==> src/rtl/obs_pkg.sv <==
// Shared types and constants for the observer dump sequencer.
// The item list walks PC, IR, the ALU operands/result and then the
// sixteen general registers, each selected through mode/select lines.
package obs_pkg;

  // Observer data word and register-select widths
  localparam int REG_W      = 32;
  localparam int REG_ADDR_W = 5;
  localparam int INDEX_W    = 5;
  localparam int CNT_W      = 4;

  localparam logic [REG_W-1:0] ZERO_WORD = '0;

  // Item list layout: 0 PC, 1 IR, 2..4 ALU, 5..20 registers 0..15
  localparam logic [INDEX_W-1:0] ITEM_LAST = 5'd20;
  localparam logic [INDEX_W-1:0] ALU_BASE  = 5'd2;
  localparam logic [INDEX_W-1:0] REG_BASE  = 5'd5;

  // Observer mode select codes
  localparam logic [2:0] MODE_PC  = 3'd0;
  localparam logic [2:0] MODE_IR  = 3'd1;
  localparam logic [2:0] MODE_ALU = 3'd2;
  localparam logic [2:0] MODE_REG = 3'd3;

  typedef enum logic [2:0] {
    ST_IDLE = 3'd0,
    ST_SET  = 3'd1,
    ST_WAIT = 3'd2,
    ST_OUT  = 3'd3,
    ST_HOLD = 3'd4,
    ST_DONE = 3'd5
  } state_t;

  // Index of the item following idx in the dump order
  function automatic logic [INDEX_W-1:0] next_index(input logic [INDEX_W-1:0] idx);
    return idx + 5'd1;
  endfunction

endpackage

==> src/rtl/obs_item_map.sv <==
// Combinational lookup from dump item index to the observer mode and
// register/ALU select that expose that item on data_i.
module obs_item_map
  import obs_pkg::*;
(
  input  logic [INDEX_W-1:0]    i_index,
  output logic [2:0]            o_mode,
  output logic [REG_ADDR_W-1:0] o_sel
);

  logic [INDEX_W-1:0] w_alu_off;
  logic [INDEX_W-1:0] w_reg_off;

  assign w_alu_off = i_index - ALU_BASE;
  assign w_reg_off = i_index - REG_BASE;

  // Decode index into {mode, sel}; out-of-range indices park on PC
  always_comb begin
    o_mode = MODE_PC;
    o_sel  = '0;
    if (i_index < ALU_BASE) begin
      o_mode = (i_index == 5'd0) ? MODE_PC : MODE_IR;
    end else if (i_index < REG_BASE) begin
      o_mode = MODE_ALU;
      // ALU view order is operand A, operand B, then result
      case (w_alu_off)
        5'd0:    o_sel = 5'd1;
        5'd1:    o_sel = 5'd2;
        default: o_sel = 5'd0;
      endcase
    end else if (i_index <= ITEM_LAST) begin
      o_mode = MODE_REG;
      o_sel  = w_reg_off;
    end
  end

endmodule

==> src/rtl/observer_seq.sv <==
// Observer dump sequencer: steps the observer through every item,
// waits for the selected path to settle, captures data_i and offers
// it downstream with a valid/ready handshake, optionally pausing for
// a manual step between items.
module observer_seq
  import obs_pkg::*;
#(
  parameter int SETTLE     = 2,
  parameter bit MANUAL_DEF = 1'b0
) (
  input  logic                  clk,
  input  logic                  rst,
  input  logic                  start_i,
  input  logic                  abort_i,
  input  logic                  manual_i,
  input  logic                  step_i,
  input  logic [REG_W-1:0]      data_i,
  input  logic                  ready_i,
  output logic [2:0]            mode_o,
  output logic [REG_ADDR_W-1:0] reg_sel_o,
  output logic                  valid_o,
  output logic [REG_W-1:0]      data_o,
  output logic [4:0]            tag_o,
  output logic                  busy_o,
  output logic                  done_o
);

  // The settle counter is CNT_W bits wide, which bounds SETTLE
  if (SETTLE < 1 || SETTLE > 15) begin : g_settle_range
    $error("observer_seq: SETTLE must be within 1..15");
  end

  localparam logic [CNT_W-1:0] CNT_LOAD = CNT_W'(SETTLE - 1);

  state_t                  r_state;
  logic [INDEX_W-1:0]      r_index;
  logic [CNT_W-1:0]        r_cnt;
  logic                    r_manual;
  logic [INDEX_W-1:0]      w_map_idx;
  logic [2:0]              w_mode;
  logic [REG_ADDR_W-1:0]   w_sel;
  logic                    w_last;

  // Index of the item about to enter SET: item 0 from IDLE, else the next one
  always_comb begin
    w_map_idx = next_index(r_index);
    if (r_state == ST_IDLE) begin
      w_map_idx = '0;
    end
  end

  assign w_last = (r_index == ITEM_LAST);

  obs_item_map u_item_map (
    .i_index (w_map_idx),
    .o_mode  (w_mode),
    .o_sel   (w_sel)
  );

  // Dump FSM with registered outputs; abort has priority over every handshake
  always_ff @(posedge clk or posedge rst) begin
    if (rst) begin
      r_state   <= ST_IDLE;
      r_index   <= '0;
      r_cnt     <= '0;
      r_manual  <= MANUAL_DEF;
      mode_o    <= MODE_PC;
      reg_sel_o <= '0;
      valid_o   <= 1'b0;
      data_o    <= ZERO_WORD;
      tag_o     <= '0;
      busy_o    <= 1'b0;
      done_o    <= 1'b0;
    end else begin
      r_manual <= manual_i;
      done_o   <= 1'b0;
      if (abort_i && (r_state != ST_IDLE)) begin
        r_state   <= ST_IDLE;
        r_index   <= '0;
        r_cnt     <= '0;
        mode_o    <= MODE_PC;
        reg_sel_o <= '0;
        valid_o   <= 1'b0;
        busy_o    <= 1'b0;
      end else begin
        case (r_state)
          ST_IDLE: begin
            if (start_i) begin
              r_state   <= ST_SET;
              r_index   <= '0;
              mode_o    <= w_mode;
              reg_sel_o <= w_sel;
              busy_o    <= 1'b1;
            end
          end
          ST_SET: begin
            r_cnt   <= CNT_LOAD;
            r_state <= ST_WAIT;
          end
          ST_WAIT: begin
            if (r_cnt == '0) begin
              data_o  <= data_i;
              tag_o   <= r_index;
              valid_o <= 1'b1;
              r_state <= ST_OUT;
            end else begin
              r_cnt <= r_cnt - 1'b1;
            end
          end
          ST_OUT: begin
            // Item stays frozen until downstream takes it
            if (ready_i) begin
              valid_o <= 1'b0;
              if (w_last) begin
                r_state <= ST_DONE;
                done_o  <= 1'b1;
              end else if (r_manual) begin
                r_state <= ST_HOLD;
              end else begin
                r_index   <= w_map_idx;
                mode_o    <= w_mode;
                reg_sel_o <= w_sel;
                r_state   <= ST_SET;
              end
            end
          end
          ST_HOLD: begin
            if (step_i) begin
              r_index   <= w_map_idx;
              mode_o    <= w_mode;
              reg_sel_o <= w_sel;
              r_state   <= ST_SET;
            end
          end
          ST_DONE: begin
            r_state   <= ST_IDLE;
            r_index   <= '0;
            mode_o    <= MODE_PC;
            reg_sel_o <= '0;
            busy_o    <= 1'b0;
          end
          default: begin
            r_state   <= ST_IDLE;
            r_index   <= '0;
            mode_o    <= MODE_PC;
            reg_sel_o <= '0;
            valid_o   <= 1'b0;
            busy_o    <= 1'b0;
          end
        endcase
      end
    end
  end

endmodule
==> config.mk <==
export PLATFORM = sky130hd
export DESIGN_NAME = observer_seq
export DESIGN_NICKNAME = d
export VERILOG_FILES = /design/src/rtl/obs_pkg.sv /design/src/rtl/obs_item_map.sv /design/src/rtl/observer_seq.sv
export SDC_FILE = /design/constraint.sdc
export NUM_CORES = 1
export LEC_CHECK = 0
export ABC_AREA = 1
export ABC_CLOCK_PERIOD_IN_PS = 2500
export BUFFER_PORTS_ARGS = -buffer_cell sky130_fd_sc_hd__buf_4
export CAP_MARGIN = 20
export CORE_MARGIN = 10
export CORE_UTILIZATION = 50
export DETAILED_ROUTE_END_ITERATION = 7
export GPL_TIMING_DRIVEN = 0
export PLACE_DENSITY = 0.78
export SLEW_MARGIN = 30
export SYNTH_ARGS = -nofsm -noshare
export SYNTH_HDL_FRONTEND = slang
export SYNTH_SLANG_ARGS = --single-unit
==> constraint.sdc <==
create_clock -name clk -period 2.5 [get_ports clk]
set_input_delay 0.5 -clock clk [delete_from_list [all_inputs] [get_ports clk]]
set_output_delay 0.5 -clock clk [all_outputs]
set_load 0.005 [all_outputs]
# After elaboration in Yosys (flattened, before gate mapping)
# Index checks and enable logic that the tools add are counted.
[word_totals]
reg_bits = 61
input_bits = 39
output_inout_bits = 48
word_cells = 104
[op_classes]
n_addsub = 4
n_lt_le_gt_ge = 3
eq_ne = 17
mux = 52
bitwise = 1
reduce_logical = 16
[ops]
columns = ["cell", "n"]
rows = [
  ["5-bit 2-to-1 mux", 16],
  ["3-bit 2-to-1 mux", 15],
  ["5-bit one-hot mux with 4 select lines", 2],
  ["3-bit inequality test (second input constant)", 6],
  ["3-bit one-hot mux with 5 select lines", 1],
  ["3-bit one-hot mux with 4 select lines", 1],
  ["5-bit zero test", 2],
  ["1-bit 2-to-1 mux", 10],
  ["4-bit 2-to-1 mux", 2],
  ["4-bit one-hot mux with 2 select lines", 1],
  ["4-bit OR reduction", 2],
  ["3-bit by 2-bit == test with 1-bit output (second input constant)", 2],
  ["3-bit == test (second input constant)", 2],
  ["2-bit by 1-bit inequality test with 1-bit output (second input constant)", 3],
  ["3-bit AND reduction", 2],
  ["6-bit AND reduction", 1],
  ["3-bit nonzero test", 2],
  ["5-bit by 1-bit adder with 5-bit output (second input constant)", 1],
  ["5-bit by 1-bit == test with 1-bit output (second input constant)", 1],
  ["5-bit == test (second input constant)", 1],
  ["5-bit <= comparator (second input constant)", 1],
  ["5-bit by 2-bit < comparator with 1-bit output (second input constant)", 1],
  ["5-bit by 3-bit < comparator with 1-bit output (second input constant)", 1],
  ["5-bit by 2-bit subtractor with 5-bit output (second input constant)", 1],
  ["15 further kinds", 16],
]

# Logic depth before layout (Yosys ltp)
# Gate-level depths: netlist of run 1.
[depth]
depth_word = 12
ltp_mapped = 17
mapped_depth_nobuf = 17

# Hierarchy
# A second synthesis of run 1 with hierarchy kept.
[hier_totals]
cells_unflattened = 400
hier_area_um2 = 3170.5
[modules_own_cells]
columns = ["mod", "n_inst", "cells_per_inst", "area_each_um2", "seq_area_each_um2"]
rows = [
  ["observer_seq", 1, 345, 2822.7, 1526.5],
  ["obs_item_map", 1, 55, 347.8, 0.0],
]

# Worst setup path after synthesis of run 1
# Ideal clock, no wire load.
[synth_timing]
kind = "reg2reg"
start = "register r_index[0]"
end = "register reg_sel_o[0]"
setup_time_ps = 116
t_arrival_ps = 1747
t_required_ps = 2384
path_slack_ps = 636
path_stages_with_launch = 16
n_path_buf = 0
synth_period_minus_slack_ps = 1864
cell_sequence = "dfrtp_1 inv_1 ha_1 nand2_1 inv_1 ha_1 inv_1 nand2_1 inv_1 nand3_1 nand2_1 inv_2 nand2_1 nand2_1 nand2_1 nand2_1"
[synth_between]
elab_chain_cells = 12
word_cells_on_any_way = 23
classes_between = "3 x add/sub; 3 x order compare; 3 x eq/ne; 12 x mux; 2 x reduce/logical"
[synth_rtl]
columns = ["item", "line", "source"]
rows = [
  ["start, declared", "observer_seq.sv:36", "logic [INDEX_W-1:0] r_index;"],
  ["start signal, assigned", "observer_seq.sv:120", "r_index <= w_map_idx;"],
  ["start signal, assigned", "observer_seq.sv:129", "r_index <= w_map_idx;"],
  ["5-bit by 1-bit adder with 5-bit output", "obs_pkg.sv:36", "return idx + 5'd1;"],
  ["5-bit 2-to-1 mux", "observer_seq.sv:47", "if (r_state == ST_IDLE) begin"],
  ["5-bit by 2-bit subtractor with 5-bit output", "obs_item_map.sv:14", "assign w_alu_off = i_index - ALU_BASE;"],
  ["5-bit by 1-bit == test with 1-bit output or 5-bit zero test (tied branches)", "obs_item_map.sv:26", "case (w_alu_off)"],
  ["2-bit one-hot mux with 2 select lines", "obs_item_map.sv:26", ""],
  ["5-bit 2-to-1 mux", "obs_item_map.sv:23", "end else if (i_index < REG_BASE) begin"],
  ["5-bit 2-to-1 mux", "obs_item_map.sv:21", "if (i_index < ALU_BASE) begin"],
  ["5-bit 2-to-1 mux", "observer_seq.sv:117", "end else if (r_manual) begin"],
  ["5-bit 2-to-1 mux", "observer_seq.sv:114", "if (w_last) begin"],
  ["5-bit 2-to-1 mux", "observer_seq.sv:112", "if (ready_i) begin"],
  ["5-bit one-hot mux with 4 select lines", "observer_seq.sv:86", "case (r_state)"],
  ["5-bit 2-to-1 mux", "observer_seq.sv:77", "if (abort_i && (r_state != ST_IDLE)) begin"],
  ["end signal, assigned", "observer_seq.sv:92", "reg_sel_o <= w_sel;"],
  ["end signal, assigned", "observer_seq.sv:122", "reg_sel_o <= w_sel;"],
  ["end signal, assigned", "observer_seq.sv:131", "reg_sel_o <= w_sel;"],
  ["end, declared", "observer_seq.sv:20", "output logic [REG_ADDR_W-1:0] reg_sel_o,"],
]
# Several ways; a longest one is shown, not always the timed one. The select of a mux whose other input is x is not followed.
# A chain may end at the register's enable or synchronous reset.

# Worst setup path after layout of run 1
# Same ends and word-level chain as after synthesis.

==> metrics.md, run 1 <==
| Metric | Value |
|---|---|
| Flip-flop and latch area | `1500 µm²` |
| Half-perimeter wire length after detailed placement | `approximately 6 mm` |
| Total wire length | `about 7.5 mm` |
| # hold bufs at CTS | `0` |
| Count of flip-flops with a built-in enable after synthesis | `0` |
| Number of rows created at floorplan | `28` |
| Hold WC Path Type | `primary input to asynchronous set/reset pin` |
| Power density normalized to cell area | `1030 nW/µm²` |
| Final Wtd Congestion | `about 0.90` |
| Leakage power | `between 2 and 2.5 nW` |
| Synthesized area | `2970 µm²` |
| Number of nets with antenna violations after routing | `0` |
| Fraction of registers with async set or reset after synthesis | `1.00` |
| Number of register bits inferred by synthesis | `60` |
| Nature of the critical path startpoint | `flip-flop` |
| Synthesized instance count | `about 360` |
| Library cell appearing most often on the critical path | `nand2_1` |
| Num ports | `between 80 and 90` |
| Via count of the first global-routing pass | `2559` |
| Depth of the worst register-to-register path | `15` |
| Stage delay of the slowest cell on the critical path | `420 ps` |
| Leftover overflow at the end of global routing | `0` |
| Worst Setup End Kind | `flip-flop` |
| Pwr Total | `0.00406 W` |
| Internal reg-to-reg setup slack | `370 ps` |
| Worst-Skew Late Latency | `between 300 and 400 ps` |
| Die area | `9430 µm²` |
| DRC | `0` |
| Number of buffers and inverters on the critical path | `5` |
| Total negative slack | `0 ps` |
| Final min period | `2130 ps` |
| Antenna violations before repair | `0` |
| Chip Width | `97.1 µm` |
| DRC marker count from the first detailed-route iteration | `~120` |
| Most used standard cell by instance count after synthesis | `nand2_1` |
| Post-Place Cells | `522` |
| Required time at the worst-slack endpoint | `2730 ps` |
| Synth top area share | `0.505` |
| Fin crit share | `0.851` |
| Pin count of the biggest net entering global routing | `36` |
| Post-CTS Setup Repair Bufs | `0` |
| First-pass GRT wire length | `about 12 mm` |
| Diodes inserted | `0` |
| Share of synthesized area occupied by flip-flops and latches | `0.505` |
| Area added between synthesis and finish | `32.7%` |
| Quantity of gates resized following cts | `0` |
| Top area cells in the synthesized netlist | `dfrtp_1 (51%), nand2_1 (19%), ha_1 (4.2%), inv_1 (3.8%), nand3_1 (3.7%)` |
| Worst R2R End | `reg_sel_o[0]$_DFFE_PP0P_` |
| Final Hold Fails | `0` |
| Most numerous cell types in the synthesized netlist | `nand2_1 (148), dfrtp_1 (60), inv_1 (30)` |
| Vias per std cell | `4.98` |
| Average instance area after synthesis | `8.23 µm²` |
| Final slew viol count | `0` |
| Routed wire length per instance | `14.0 µm` |
| Area of the core region | `5850 µm²` |
| Master of the slowest instance on the critical path | `dfrtp_1` |
| Clock input transition at the sequential cells of the worst setup and hold paths | `70 ps` |
| Largest area contributor in the netlist | `dfrtp_1` |
| Clock Root Buffer | `clkbuf_8` |
| Non-filler cells, final | `roughly 540` |
| Warning count from the yosys run | `0` |
| Post-layout net count | `507` |
| Worst path cell trace | `inv_1 -> ha_1 -> nand2_1 -> inv_1 -> ha_1 -> inv_1 -> nand2_1 -> inv_1 -> nand3_1 -> nand2_1 -> inv_2 -> nand2_1 -> nand2_1 -> nand2_1 -> nand2_1` |
| Filler cells | `503` |
| Clock tree from TritonCTS | `built` |
| Initial Util | `0.508` |
| Area of the multi-input gates | `between 1000 and 1500 µm²` |
| Vias after detailed routing | `around 2700` |
| Maximum achievable frequency | `470 MHz` |
| Net count after synthesis | `410` |
| Number of port buffers | `85` |
| Post-Route Skew | `~4.4 ps` |
| Unrepaired setup endpoints after global routing | `no` |
| Total global-route track usage | `0.158` |
| Max-cap violations | `0` |
| Sinks on Clock Net | `60` |
| IR Drop Worst-Case VDD | `0.535 mV` |
| Top flip-flop cell by instance count after synthesis | `dfrtp_1` |
| Distinct cell type count of the synthesized netlist | `32` |
| Number of iterations in the first detailed-routing pass | `4` |
| Fraction of layout cells with a size suffix above 1 | `0.298` |
| Crit-path leading delay family | `simple AND/OR/NAND/NOR gates` |
| Critical Path AT | `between 2000 and 2500 ps` |
| Worst-path maximum fanout | `7` |
| Clock tree buffer depth | `2` |
| Reg-to-reg critical path startpoint | `r_index[0]$_DFFE_PP0P_` |
| Num CTS Buffers | `9` |
| Number of levels in the clock H-tree | `3` |
| Height of the die | `97.1 µm` |
| Run status | `complete, no violations` |
| Critical Setup Path Class | `flip-flop to flip-flop` |
| Final-report setup violation count | `0` |
## logic make-up after synthesis
| kind of cell | Yosys count | share of synthesized area |
|---|---|---|
| and+or+nand+nor | 215 | 0.335 |
| DFF | 60 | 0.505 |
| buffers and inverters | 49 | 0.0674 |
| AOI/OAI and AO/OA | 26 | 0.0488 |
| adders and majority gates | 10 | 0.0421 |
| other | 1 | 0.00126 |
## registers in the layout, summed over array words and instances (netlist names)
| register | count |
|---|---|
| r_cnt | 4 |
| tag_o | 5 |
| reg_sel_o | 5 |
| busy_o | 1 |
| r_state | 3 |
| r_index | 5 |
| valid_o | 1 |
| done_o | 1 |
| mode_o | 2 |
| data_o | 32 |
| r_manual | 1 |
## routing by layer
layer	track usage	wire (µm)	vias up	part of all wire
met3	0.0441	484	13	0.064
met4	0.0613	146	0	0.019
met5	0	0	-	0
li1	-	-	1326	-
met1	0.212	3600	1248	0.48
met2	0.234	3310	93	0.44
## worst max-delay path by stage
stage	slack, ps	depth (start not counted)	from	end
after floorplan	520	1	rst	busy_o$_DFFE_PP0P_
after global placement	-250	2	rst	r_manual$_DFF_PP0_
after detailed placement	400	15	r_index[0]$_DFFE_PP0P_	reg_sel_o[0]$_DFFE_PP0P_
after CTS	380	15	r_index[0]$_DFFE_PP0P_	reg_sel_o[0]$_DFFE_PP0P_
after global routing	110	15	r_index[0]$_DFFE_PP0P_	reg_sel_o[0]$_DFFE_PP0P_
final	370	15	r_index[0]$_DFFE_PP0P_	reg_sel_o[0]$_DFFE_PP0P_
## cell usage in the layout (no fill, tap or decap), types with 2 or more instances in the layout
| cell | netlist | layout |
|---|---|---|
| o21ai_0 | 12 | 12 |
| bufinv_16 | 0 | 2 |
| nand4_1 | 8 | 8 |
| nor2_4 | 3 | 3 |
| inv_2 | 9 | 9 |
| nand2_1 | 148 | 148 |
| nand3b_1 | 2 | 2 |
| ha_1 | 10 | 10 |
| o21ai_1 | 6 | 6 |
| nor2_2 | 2 | 2 |
| nor3_1 | 2 | 2 |
| buf_2 | 7 | 7 |
| nand2_4 | 5 | 5 |
| o31ai_1 | 2 | 2 |
| nand3_2 | 2 | 2 |
| clkbuf_8 | 0 | 10 |
| nand2_2 | 4 | 4 |
| inv_1 | 30 | 29 |
| nor2_1 | 12 | 12 |
| dfrtp_1 | 60 | 60 |
| buf_4 | 2 | 87 |
| nand3_1 | 22 | 22 |
| clkbuf_1 | 0 | 2 |
| o22ai_1 | 2 | 2 |
## stage by stage
step / utilization / setup WS [ps] / hold WS [ps] / area [µm²]
after floorplan: - / 515 / 465 / 2970
after global placement: 0.633 / -251 / 455 / 3700
after detailed placement: 0.637 / 397 / 459 / 3730
after CTS: 0.674 / 381 / 142 / 3940
after global routing: 0.674 / 109 / 161 / 3940
final: 0.674 / 374 / 132 / 3940
## area by class of cell
type,instances,share of cell area
Sequential cell,60,0.381
Multi-Input combinational cell,252,0.322
Clock inverter,4,0.0184
Clock buffer,12,0.0368
Tap cell,75,0.0238
Timing Repair Buffer,86,0.167
Buffer,9,0.0127
Inverter,40,0.0387
## power breakdown
group          total, W  switching, W  internal [W]  leakage [nW]
Sequential      0.00150      0.000189       0.00131         0.777
Combinational   0.00159      0.000859      0.000734          1.34
Clock          0.000970      0.000383      0.000588         0.107
(Power assumes the default switching activity.)
==> run 2: changes to the inputs <==
--- a/config.mk
+++ b/config.mk
@@ -13,8 +13,9 @@
 export CORE_UTILIZATION = 50
 export DETAILED_ROUTE_END_ITERATION = 7
 export GPL_TIMING_DRIVEN = 0
-export PLACE_DENSITY = 0.78
+export PLACE_DENSITY = 0.77
 export SLEW_MARGIN = 30
 export SYNTH_ARGS = -nofsm -noshare
 export SYNTH_HDL_FRONTEND = slang
+export SYNTH_HIERARCHICAL = 1
 export SYNTH_SLANG_ARGS = --single-unit
==> run 2 against run 1 <==
Critical path depth rose by 1. Sequential power hardly changed. Synthesized area increased by 6.7%. Flip-flop and latch count up 1. Largest power group unchanged. Critical endpoint is now reg_sel_o[1]$_DFFE_PP0P_.
==> metrics.md, run 2 <==
| Metric | Value |
|---|---|
| Critical Setup Path Class | `flip-flop to flip-flop` |
| Final Hold Fails | `0 (unchanged)` |
| Fin crit share | `0.913 (+0.0623)` |
| Num ports | `87 (unchanged)` |
| Top area cells in the synthesized netlist | `dfrtp_1 (48%), nand2_1 (20%), inv_1 (5.1%), ha_1 (3.9%), nor2_1 (2.8%)` |
| Pin count of the biggest net entering global routing | `35 (-2.8%)` |
| Number of port buffers | `86 (+1.2%)` |
| Max reg flops | `32 (unchanged)` |
| Area of the core region | `6030 µm² (+3.0%)` |
| Die area | `9930 µm² (+5.3%)` |
| Depth of the worst register-to-register path | `16 (+1)` |
| Diodes inserted | `0 (unchanged)` |
| Synth Area in Compound Gates | `0.0513 (+0.00246)` |
| Num CTS Buffers | `9 (unchanged)` |
| Total global-route track usage | `0.165 (+0.00680)` |
| Commonest non-fill, non-tap cell in the layout | `nand2_1` |
| Synthesized area | `3170 µm² (+6.7%)` |
| Leftover overflow at the end of global routing | `0 (unchanged)` |
| Top flip-flop cell by instance count after synthesis | `dfrtp_1` |
| Slew at the pin with the worst max-slew slack | `659 ps` |
| Nature of the critical path startpoint | `flip-flop` |
| Worst-path maximum fanout | `7 (unchanged)` |
| Number of register bits inferred by synthesis | `61 (+1.7%)` |
| Half-perimeter wire length after detailed placement | `6.28 mm (+6.7%)` |
| Reg-to-reg critical path startpoint | `r_index[0]$_DFFE_PP0P_` |
| Average instance area after synthesis | `7.93 µm² (-3.7%)` |
| Via count of the first global-routing pass | `2648 (+3.5%)` |
| Share of cell area taken by muxes after synthesis | `0 (unchanged)` |
| Share of synthesized area occupied by flip-flops and latches | `0.481 (-0.0238)` |
| Main combinational cell family by area after synthesis | `simple AND/OR/NAND/NOR gates` |
| Fraction of registers with async set or reset after synthesis | `1.00 (unchanged)` |
| Distinct cell type count of the synthesized netlist | `32 (unchanged)` |
| Worst Setup End Kind | `flip-flop` |
| Net count after synthesis | `449 (+9.5%)` |
| Number of nets with antenna violations after routing | `0 (unchanged)` |
| Synthesized-area fraction occupied by adder cells | `0.0395 (-0.00264)` |
| Sinks on Clock Net | `61 (+1.7%)` |
| Most used standard cell by instance count after synthesis | `nand2_1` |
| Area added between synthesis and finish | `30.7%` |
| Leakage power | `2.37 nW (+6.8%)` |
| Number of rows created at floorplan | `28 (unchanged)` |
| Fraction of layout cells with a size suffix above 1 | `0.292 (-0.00581)` |
| Most numerous cell types in the synthesized netlist | `nand2_1 (166), dfrtp_1 (61), inv_1 (43)` |
| Final min period | `2280 ps (+156 ps)` |
| Clock tree from TritonCTS | `built` |
| Routed wire length per instance | `13.9 µm (-1.0%)` |
| Post-Place Cells | `562 (+7.7%)` |
| Number of iterations in the first detailed-routing pass | `4 (unchanged)` |
| Vias after detailed routing | `2772 (+3.4%)` |
| Clock Root Buffer | `clkbuf_8` |
| Post-Route Skew | `7.16 ps (+2.72 ps)` |
| Xor/xnor share of the synthesized area | `0.00829 (+0.00829)` |
| Power density normalized to cell area | `1000 nW/µm² (-2.6%)` |
| Antenna violations before repair | `0 (unchanged)` |
| Maximum achievable frequency | `438 MHz (-6.8%)` |
| Max_slew headroom | `0.558` |
| Synthesized instance count | `400 (+11%)` |
| Synth top area share | `0.481 (-0.0238)` |
| End-of-flow core utilization | `0.688 (+0.0136)` |
| Vias per std cell | `4.80 (-3.7%)` |
| Clock input transition at the sequential cells of the worst setup and hold paths | `70 ps (about the same)` |
| DRC marker count from the first detailed-route iteration | `99 (-16%)` |
| IR Drop Worst-Case VDD | `0.514 mV (-4.0%)` |
| Unrepaired setup endpoints after global routing | `no` |
| Warning count from the yosys run | `6 (+6)` |
| Chip Width | `99.6 µm (+2.6%)` |
| Register with the highest flop count | `data_o` |
| Simple-Gate Fraction of Synth Area | `0.335 (about the same)` |
| Height of the die | `99.6 µm (+2.6%)` |
| Worst-Skew Late Latency | `340 ps (about the same)` |
| Post-layout net count | `547 (+7.9%)` |
| Internal reg-to-reg setup slack | `220 ps (-160 ps)` |
| Non-filler cells, final | `578 (+7.4%)` |
| Initial Util | `0.526 (+0.0183)` |
| Final-report setup violation count | `0 (unchanged)` |
| Largest area contributor in the netlist | `dfrtp_1` |
| Max-cap violations | `0 (unchanged)` |
| Commonest non-fill, non-tap cells in the layout | `nand2_1 (166), buf_4 (87), dfrtp_1 (60)` |
| Clock tree buffer depth | `2 (unchanged)` |
| Worst R2R End | `reg_sel_o[1]$_DFFE_PP0P_` |
| Total wire length | `8.02 mm (+6.3%)` |
| First-pass GRT wire length | `13.4 mm (+8.8%)` |
| Count of flip-flops with a built-in enable after synthesis | `0 (unchanged)` |
| DRC | `0 (unchanged)` |
| Number of levels in the clock H-tree | `3 (unchanged)` |
| Required time at the worst-slack endpoint | `2770 ps (+40 ps)` |
| Final slew viol count | `0 (unchanged)` |
| Critical Path AT | `2560 ps (+200 ps)` |
| Run status | `complete, no violations` |
| Final Wtd Congestion | `0.881 (-2.1%)` |
| Hold WC Path Type | `primary input to asynchronous set/reset pin` |
run 2: power breakdown:
group          switching, W  total, W  internal [W]
registers          0.000190   0.00149       0.00130
clock network      0.000392  0.000875      0.000483
logic               0.00101   0.00180      0.000785
run 2: how the worst max path moves through the flow:
stage	from	end	slack [ps]
5_1_grt	r_index[1]$_DFFE_PP0P_	reg_sel_o[3]$_DFFE_PP0P_	50
3_3_place_gp	rst	r_manual$_DFF_PP0_	-250
2_1_floorplan	r_index[0]$_DFFE_PP0P_	reg_sel_o[0]$_DFFE_PP0P_	410
3_5_place_dp	r_index[0]$_DFFE_PP0P_	reg_sel_o[3]$_DFFE_PP0P_	60
4_1_cts	r_index[0]$_DFFE_PP0P_	reg_sel_o[3]$_DFFE_PP0P_	30
6_report	r_index[0]$_DFFE_PP0P_	reg_sel_o[1]$_DFFE_PP0P_	220
run 2: worst max-delay path, stage by stage, from the launching register on:
cell	delay, ps
dfrtp_2	450
ha_1	230
or2_2	270
nand3_1	110
inv_1	90
inv_1	140
ha_1	230
inv_1	50
nand2_1	60
nand3_1	100
nor2_2	110
nand3_1	70
nand2_1	60
inv_1	40
nor2_1	90
nand2_1	70
nand2_1	60
run 2: timing repair:
item	CTS	global route
hold buffers	0	0
resized for setup	0	4
setup buffers	0	0
endpoints found under the hold margin	0	0
setup endpoints to repair	0	7
run 2: final cells by class:
type / count / area (µm²)
Fill cell: 522 / 1880
Sequential cell: 61 / 1530
Multi-Input combinational cell: 280 / 1390
Timing Repair Buffer: 87 / 666
Inverter: 48 / 183
Clock buffer: 10 / 138
Tap cell: 75 / 93.8
Buffer: 11 / 82.6
Clock inverter: 6 / 62.6
run 2: stage by stage:
step	hold slack, ps	power [W]	setup slack [ps]	instance area, µm²	TNS (ps)
CTS	150	0.00419	30.6	4130	0
global route	163	0.00450	54.0	4140	0
floorplan	465	0.00255	414	3170	0
global placement	454	0.00323	-252	3910	-15190
finish	146	0.00416	218	4140	0
detailed placement	460	0.00331	56.4	3930	0
run 2: kinds of logic (layout without fill, tap and decap cells):
| logic type | after synthesis | count (layout) |
|---|---|---|
| fa+ha+maj | 10 | 10 |
| buf+inv | 59 | 162 |
| compound gates | 30 | 30 |
| other cells | 1 | 1 |
| simple gates | 236 | 236 |
| flops | 61 | 61 |
| xor+xnor | 3 | 3 |
run 2: per-layer routing:
| metal | up-vias | routed length [µm] | track usage | share of wire |
|---|---|---|---|---|
| li1 | 1425 | - | - | - |
| met1 | 1269 | 3510 | 0.206 | 0.44 |
| met2 | 72 | 3820 | 0.268 | 0.48 |
| met3 | 6 | 594 | 0.0457 | 0.074 |
| met4 | 0 | 86 | 0.0562 | 0.011 |
| met5 | - | 0 | 0 | 0 |
